**config.mk**
```make
export PLATFORM = sky130hd
export DESIGN_NAME = div_iter
export DESIGN_NICKNAME = d
export VERILOG_FILES = /design/src/rtl/div_iter.sv
export SDC_FILE = /design/constraint.sdc
export NUM_CORES = 1
export LEC_CHECK = 0
export ABC_CLOCK_PERIOD_IN_PS = 9600
export BUFFER_PORTS_ARGS = -buffer_cell sky130_fd_sc_hd__buf_2
export CAP_MARGIN = 10
export CORE_UTILIZATION = 65
export CTS_BUF_LIST = sky130_fd_sc_hd__clkbuf_8
export CTS_CLUSTER_SIZE = 25
export DETAILED_ROUTE_END_ITERATION = 10
export PLACE_DENSITY = 0.95
export SYNTH_ARGS = -nofsm -noshare
export SYNTH_HDL_FRONTEND = slang
export SYNTH_SLANG_ARGS = --single-unit
```
**constraint.sdc**
```tcl
create_clock -name clk -period 9.6 [get_ports clk]
set_input_delay 0.48 -clock clk [delete_from_list [all_inputs] [get_ports clk]]
set_output_delay 0.48 -clock clk [all_outputs]
set_load 0.005 [all_outputs]
```
**src/rtl/div_iter.sv**
```systemverilog
// div_iter: multi-cycle radix-2 restoring divider (DIV/DIVU), quotient->LO, remainder->HI.
// Optional macro DIV_ZERO_FAST_EN: divide-by-zero skips the iteration phase.
module div_iter #(
    parameter int WIDTH = 32,
    parameter int CNT_W = 6
) (
    input  logic             clk,
    input  logic             rst,
    input  logic             start,
    input  logic             signed_div,
    input  logic [WIDTH-1:0] dividend,
    input  logic [WIDTH-1:0] divisor,
    input  logic             cancel,
    output logic             busy,
    output logic             done,
    output logic [WIDTH-1:0] quotient,
    output logic [WIDTH-1:0] remainder,
    output logic             div_zero
);
    typedef enum logic [1:0] {IDLE, CALC, FIX} state_t;
    state_t state_q, state_d;
    logic [CNT_W-1:0] cnt_q, cnt_d;
    logic [WIDTH-1:0] r_q, r_d, q_q, q_d, d_q, d_d, quot_q, quot_d, rem_q, rem_d;
    logic qs_q, qs_d, rs_q, rs_d, dz_q, dz_d, dzo_q, dzo_d, done_q, done_d;
    logic sd, sv, fast;
    logic [WIDTH-1:0] abs_a, abs_b;
    logic [WIDTH:0] p, t;
    assign sd = signed_div & dividend[WIDTH-1];
    assign sv = signed_div & divisor[WIDTH-1];
    assign abs_a = sd ? -dividend : dividend;
    assign abs_b = sv ? -divisor : divisor;
`ifdef DIV_ZERO_FAST_EN
    assign fast = divisor == '0;
`else
    assign fast = 1'b0;
`endif
    // Trial subtraction as add-with-carry: borrow shows up as T[WIDTH]=1
    assign p = {r_q, q_q[WIDTH-1]};
    assign t = p + ~{1'b0, d_q} + (WIDTH+1)'(1);
    always_comb begin
        state_d = state_q;
        cnt_d   = cnt_q;
        r_d     = r_q;
        q_d     = q_q;
        d_d     = d_q;
        qs_d    = qs_q;
        rs_d    = rs_q;
        dz_d    = dz_q;
        quot_d  = quot_q;
        rem_d   = rem_q;
        dzo_d   = dzo_q;
        done_d  = 1'b0;
        if (cancel) begin
            state_d = IDLE;
        end else if (state_q == IDLE && start) begin
            r_d     = fast ? abs_a : '0;
            q_d     = fast ? '1 : abs_a;
            d_d     = abs_b;
            qs_d    = sd ^ sv;
            rs_d    = sd;
            dz_d    = divisor == '0;
            cnt_d   = '0;
            state_d = fast ? FIX : CALC;
        end else if (state_q == CALC) begin
            r_d     = t[WIDTH] ? p[WIDTH-1:0] : t[WIDTH-1:0];
            q_d     = {q_q[WIDTH-2:0], ~t[WIDTH]};
            cnt_d   = cnt_q + CNT_W'(1);
            state_d = (cnt_q == CNT_W'(WIDTH-1)) ? FIX : CALC;
        end else if (state_q == FIX) begin
            quot_d  = qs_q ? -q_q : q_q;
            rem_d   = rs_q ? -r_q : r_q;
            dzo_d   = dz_q;
            done_d  = 1'b1;
            state_d = IDLE;
        end
    end
    always_ff @(posedge clk) begin
        if (rst) begin
            state_q <= IDLE;
            cnt_q   <= '0;
            r_q     <= '0;
            q_q     <= '0;
            d_q     <= '0;
            qs_q    <= 1'b0;
            rs_q    <= 1'b0;
            dz_q    <= 1'b0;
            quot_q  <= '0;
            rem_q   <= '0;
            dzo_q   <= 1'b0;
            done_q  <= 1'b0;
        end else begin
            state_q <= state_d;
            cnt_q   <= cnt_d;
            r_q     <= r_d;
            q_q     <= q_d;
            d_q     <= d_d;
            qs_q    <= qs_d;
            rs_q    <= rs_d;
            dz_q    <= dz_d;
            quot_q  <= quot_d;
            rem_q   <= rem_d;
            dzo_q   <= dzo_d;
            done_q  <= done_d;
        end
    end
    assign busy      = state_q != IDLE;
    assign done      = done_q;
    assign quotient  = quot_q;
    assign remainder = rem_q;
    assign div_zero  = dzo_q;
endmodule

```
# Yosys cells after proc, flatten, opt, wreduce, memory -nomap -nowiden
# Cells that the tools add are included.
# W data, S select, Z words.
[totals]
reg_bits = 173
word_cells = 60
[op_classes]
add_sub_neg = 7
eq_ne = 3
n_mux = 16
bitwise = 8
n_reduce_logical = 13
[op_table]
columns = ["op", "n"]
rows = [
  ["$mux W32", 9],
  ["$neg A32 Y32", 4],
  ["$add A33 B1 Y33 const B", 1],
  ["$add A33 B33 Y33", 1],
  ["$not A32 Y33", 1],
  ["$logic_not A32 Y1", 1],
  ["$mux W6", 2],
  ["$add A6 B1 Y6 const B", 1],
  ["$eq A6 B5 Y1 const B", 1],
  ["$mux W2", 3],
  ["$reduce_bool A2 Y1", 3],
  ["$not A1 Y1", 4],
  ["$reduce_and A2 Y1", 2],
  ["$reduce_and A4 Y1", 1],
  ["$reduce_or A4 Y1", 1],
  ["$reduce_bool A3 Y1", 1],
  ["$reduce_or A3 Y1", 1],
  ["$and A1 B1 Y1", 2],
  ["$eq A2 B1 Y1 const B", 1],
  ["$eq A2 B2 Y1 const B", 1],
  ["$logic_not A2 Y1", 1],
  ["$mux W1", 2],
  ["$reduce_or A2 Y1", 1],
  ["$logic_and A1 B1 Y1", 1],
  ["$xor A1 B1 Y1", 1],
]

# Depth between registers and ports, before layout
[logic_depth]
depth_word = 6
ltp_mapped = 13

# Worst setup path before layout
# No wires, ideal clock.
[synth_timing]
path_type = "register to register"
start = "register q_q[31]"
end = "register r_q[10]"
arrival_ps = 2981
t_required_ps = 9472
path_slack_ps = 6491
stages_incl_launch_ff = 14
synth_period_minus_slack_ps = 3109
cell_sequence = "dfxtp_1 -> inv_1 -> ha_1 -> fa_1 -> nand2b_1 -> a21oi_1 -> o21ai_0 -> a21oi_1 -> o21ai_0 -> o221ai_1 -> xor2_1 -> buf_2 -> mux2i_1 -> o21ai_0"
[synth_via]
elab_chain_cells = 5
[synth_rtl]
columns = ["item", "line", "text"]
rows = [
  ["from (decl)", "23", "logic [WIDTH-1:0] r_q, r_d, q_q, q_d, d_q, d_d, quot_q, quot_d, rem_q, rem_d;"],
  ["from (signal assigned)", "95", "q_q <= q_d;"],
  ["$add A33 B33 Y33", "39", "assign t = p + ~{1'b0, d_q} + (WIDTH+1)'(1);"],
  ["$add A33 B1 Y33", "39", ""],
  ["$mux W32", "65", "r_d = t[WIDTH] ? p[WIDTH-1:0] : t[WIDTH-1:0];"],
  ["$mux W32", "64", "end else if (state_q == CALC) begin"],
  ["$mux W32", "55", "end else if (state_q == IDLE && start) begin"],
  ["to (signal assigned)", "94", "r_q <= r_d;"],
  ["to (decl)", "23", ""],
]
# No other way between the ends. The select of a mux whose other input is x is not followed.
# A chain may end at the register's enable or synchronous reset.

# Final worst setup path
[layout_timing]
start = "register q_q[31]"
end = "register r_q[18]"
# Same word-level chain as after synthesis.

==> reports/summary.txt <==
status -> finished, final reports clean
period utilisation layout -> 0.412
Total Die Area -> 17,200 um2
Routed WL -> 28.1 mm
row cnt -> 46
via count -> 10.5k
first-pass GRT wire length -> 46.4 mm
H-tree depth -> 4
initial antenna violation count -> 0
Initial Util -> 0.673
worst-path maximum fanout -> 31
post-layout min period -> 3.95 ns
die width -> 131 um
worst hold margin -> 0.299 ns
number of max-cap violations -> 0
reg2reg setup slack -> 5.65 ns
setup TNS -> 0 ns
Yosys cell types -> 59
leakage power -> 4.76 nW
DP Wirelength -> 20.7 mm
Pre-Repair DR Iteration Count -> 6
net count after synthesis -> 1,517
EDFF count, synth -> 0
remaining antenna violation count -> 0
RR Endpoint -> r_q[18]
top post-synthesis cells by count -> nor2_1, dfxtp_1, nand2_1
sequential area share after synthesis -> 0.319
Setup Fix Bufs, Post-CTS -> 0
worst path arrival time -> 4.28 ns
Synth-to-Final Area Change -> 10.3%
Final Setup Violations -> 0
Worst Hold Class -> in2reg
Max Fclk -> 0.253 GHz
ys async rst share -> 0
GR Overflow Total -> 0
RSZ-0062 raised after global routing -> false
Hold Crit Start -> cancel
IO Pins -> 136
clk root buf -> clkbuf_8
prevailing post-synth register cell -> dfxtp_1
final net count -> 1,597
crit path kind -> reg2reg
Final Hold Vio Count -> 0
Setup crit start kind -> register
critical path required time -> 9.93 ns
Post-Route Utilization -> 0.742
Core Area -> 16,100 um2
Resized cells post-CTS -> 0
Worst Hold End -> state_q[1]
IO Port Bufs -> 135
Layout fillers -> 1,244
hold depth -> 2
Avg Cell Area, Syn -> 7.71 um2
fin cells -> 1,716
Reg2Reg Depth -> 13
Multi-input gate area -> 6840 um2
DRC errors left -> 0
worst vdd ir -> 0.134 mV
register area -> 3460 um2
cell count after placement -> 1,684
Max Slew Vio Count -> 0
hold_buf cts -> 0
Clock Latency Late Sink -> 0.48 ns
CTS sink cnt -> 173
post-synthesis cell count -> 1,407
DR vias/cell -> 6.13
layout cells sized above 1 -> 0.130
vias in the first global route -> 9,503
clk slew on worst S/H paths -> 0.09 ns
PwrDens -> 199 nW/um2
n_diodes -> 0
largest net degree at the start of global routing -> 117
top post-synthesis cells by area -> dfxtp_1, xor2_1, a211oi_1
Die Span Y -> 131 um
Yosys reg bits -> 173
most frequent cell after synthesis -> nor2_1
Post-Syn Area -> 10,800 um2
Max-slew headroom -> 0.211
Longest Clk Path Bufs -> 2
routed len/inst -> 16.4 um
Synth top area share -> 0.319
routability-driven placement congestion ratio -> 0.964
total CTS buffers -> 17
worst clock skew -> 0.0110 ns
First DRT Iteration DRCs -> 1,015
CTS tree -> done
Global Route Usage Sum -> 0.329
Crit Reg-Reg Startpoint -> q_q[31]
Synthesis Warnings -> 0
cell taking the most area after synthesis -> dfxtp_1
worst-margin pin slew -> 1.18 ns
critical path capture point type -> register
-- how the worst max path moves through the flow --
| stage | from | to | slack [ns] | depth (start not counted) |
|---|---|---|---|---|
| detailed placement | q_q[31] | r_q[17] | 5.74 | 13 |
| CTS | q_q[31] | r_q[7] | 5.69 | 13 |
| global route | q_q[31] | r_q[7] | 5.39 | 13 |
| floorplan | q_q[31] | r_q[10] | 6.49 | 13 |
| finish | q_q[31] | r_q[18] | 5.65 | 13 |
| global placement | q_q[31] | r_q[11] | 5.95 | 13 |
-- cells in the final DEF, fill, tap and decap left out, types with 9 or more instances in the layout --
master    instances
buf_2           134
or4_1             9
a21oi_1         104
o211ai_1         14
nand4_1           9
nand3_1          30
or3_1            18
ha_1             40
nand2_1         139
o21ai_0          71
dfxtp_1         173
a211oi_1        106
nor2_1          190
xnor2_1          52
nor3_1           36
xor2_1           90
inv_1            64
o31ai_1          29
mux2i_1          27
clkbuf_8         21
a31oi_1          11
-- cell families (layout without fill, tap and decap cells) --
kind of cell               count (synthesis)  in the layout  synth area share
adders and majority gates                 41             41            0.0480
AOI/OAI and AO/OA                        384            384             0.230
DFF                                      173            173             0.319
xor gates and xnor gates                 143            143             0.115
muxes                                     28             28            0.0260
and+or+nand+nor                          495            495             0.208
buffers and inverters                    143            236            0.0542
-- sequential cells by signal, summed over array words and instances (netlist names) --
register / count
q_q: 32
rs_q: 1
done: 1
qs_q: 1
state_q: 2
dz_q: 1
r_q: 32
div_zero: 1
quotient: 32
d_q: 32
remainder: 32
cnt_q: 6
-- power by group --
| group | total, W | internal [W] | switching (W) | leakage, nW |
|---|---|---|---|---|
| combinational | 0.00100 | 0.000421 | 0.000580 | 3.14 |
| clock | 0.000552 | 0.000284 | 0.000268 | 0.221 |
| sequential | 0.000823 | 0.000757 | 0.0000661 | 1.40 |
-- layout make-up --
type / count / area share
clock inverters: 11 / 0.0117
clock buffers: 21 / 0.0242
well taps: 216 / 0.0226
multi-input cells: 1091 / 0.572
repair buffers: 142 / 0.0611
inverters: 62 / 0.0195
flip-flops and latches: 173 / 0.289
-- through the flow --
stage / power (W) / instance area [um2] / setup slack, ns
floorplan: 0.00160 / 10800 / 6.49
global placement: 0.00179 / 11500 / 5.95
detailed placement: 0.00182 / 11500 / 5.74
CTS: 0.00236 / 12000 / 5.69
global route: 0.00251 / 12000 / 5.39
finish: 0.00238 / 12000 / 5.65
-- metal layers --
metal / vias to the layer above / track usage / part of all wire
met2: 416 / 0.527 / 0.45
met3: 63 / 0.0482 / 0.070
met5: - / 0 / 0
met4: 0 / 0.133 / 0.029
li1: 5167 / - / -
met1: 4879 / 0.442 / 0.45
-- critical path, cell delays in order (launching register included) --
cell and delay, ns:
dfxtp_1 0.38, inv_1 0.07, ha_1 0.23, fa_1 0.38, nand2b_1 0.19, a21oi_1 0.25
o21ai_0 0.18, a21oi_1 0.25, o21ai_0 0.13, o221ai_1 0.41, xor2_4 0.47, buf_4 0.49
mux2i_1 0.26, o21ai_0 0.10
(Power assumes the default switching activity.)
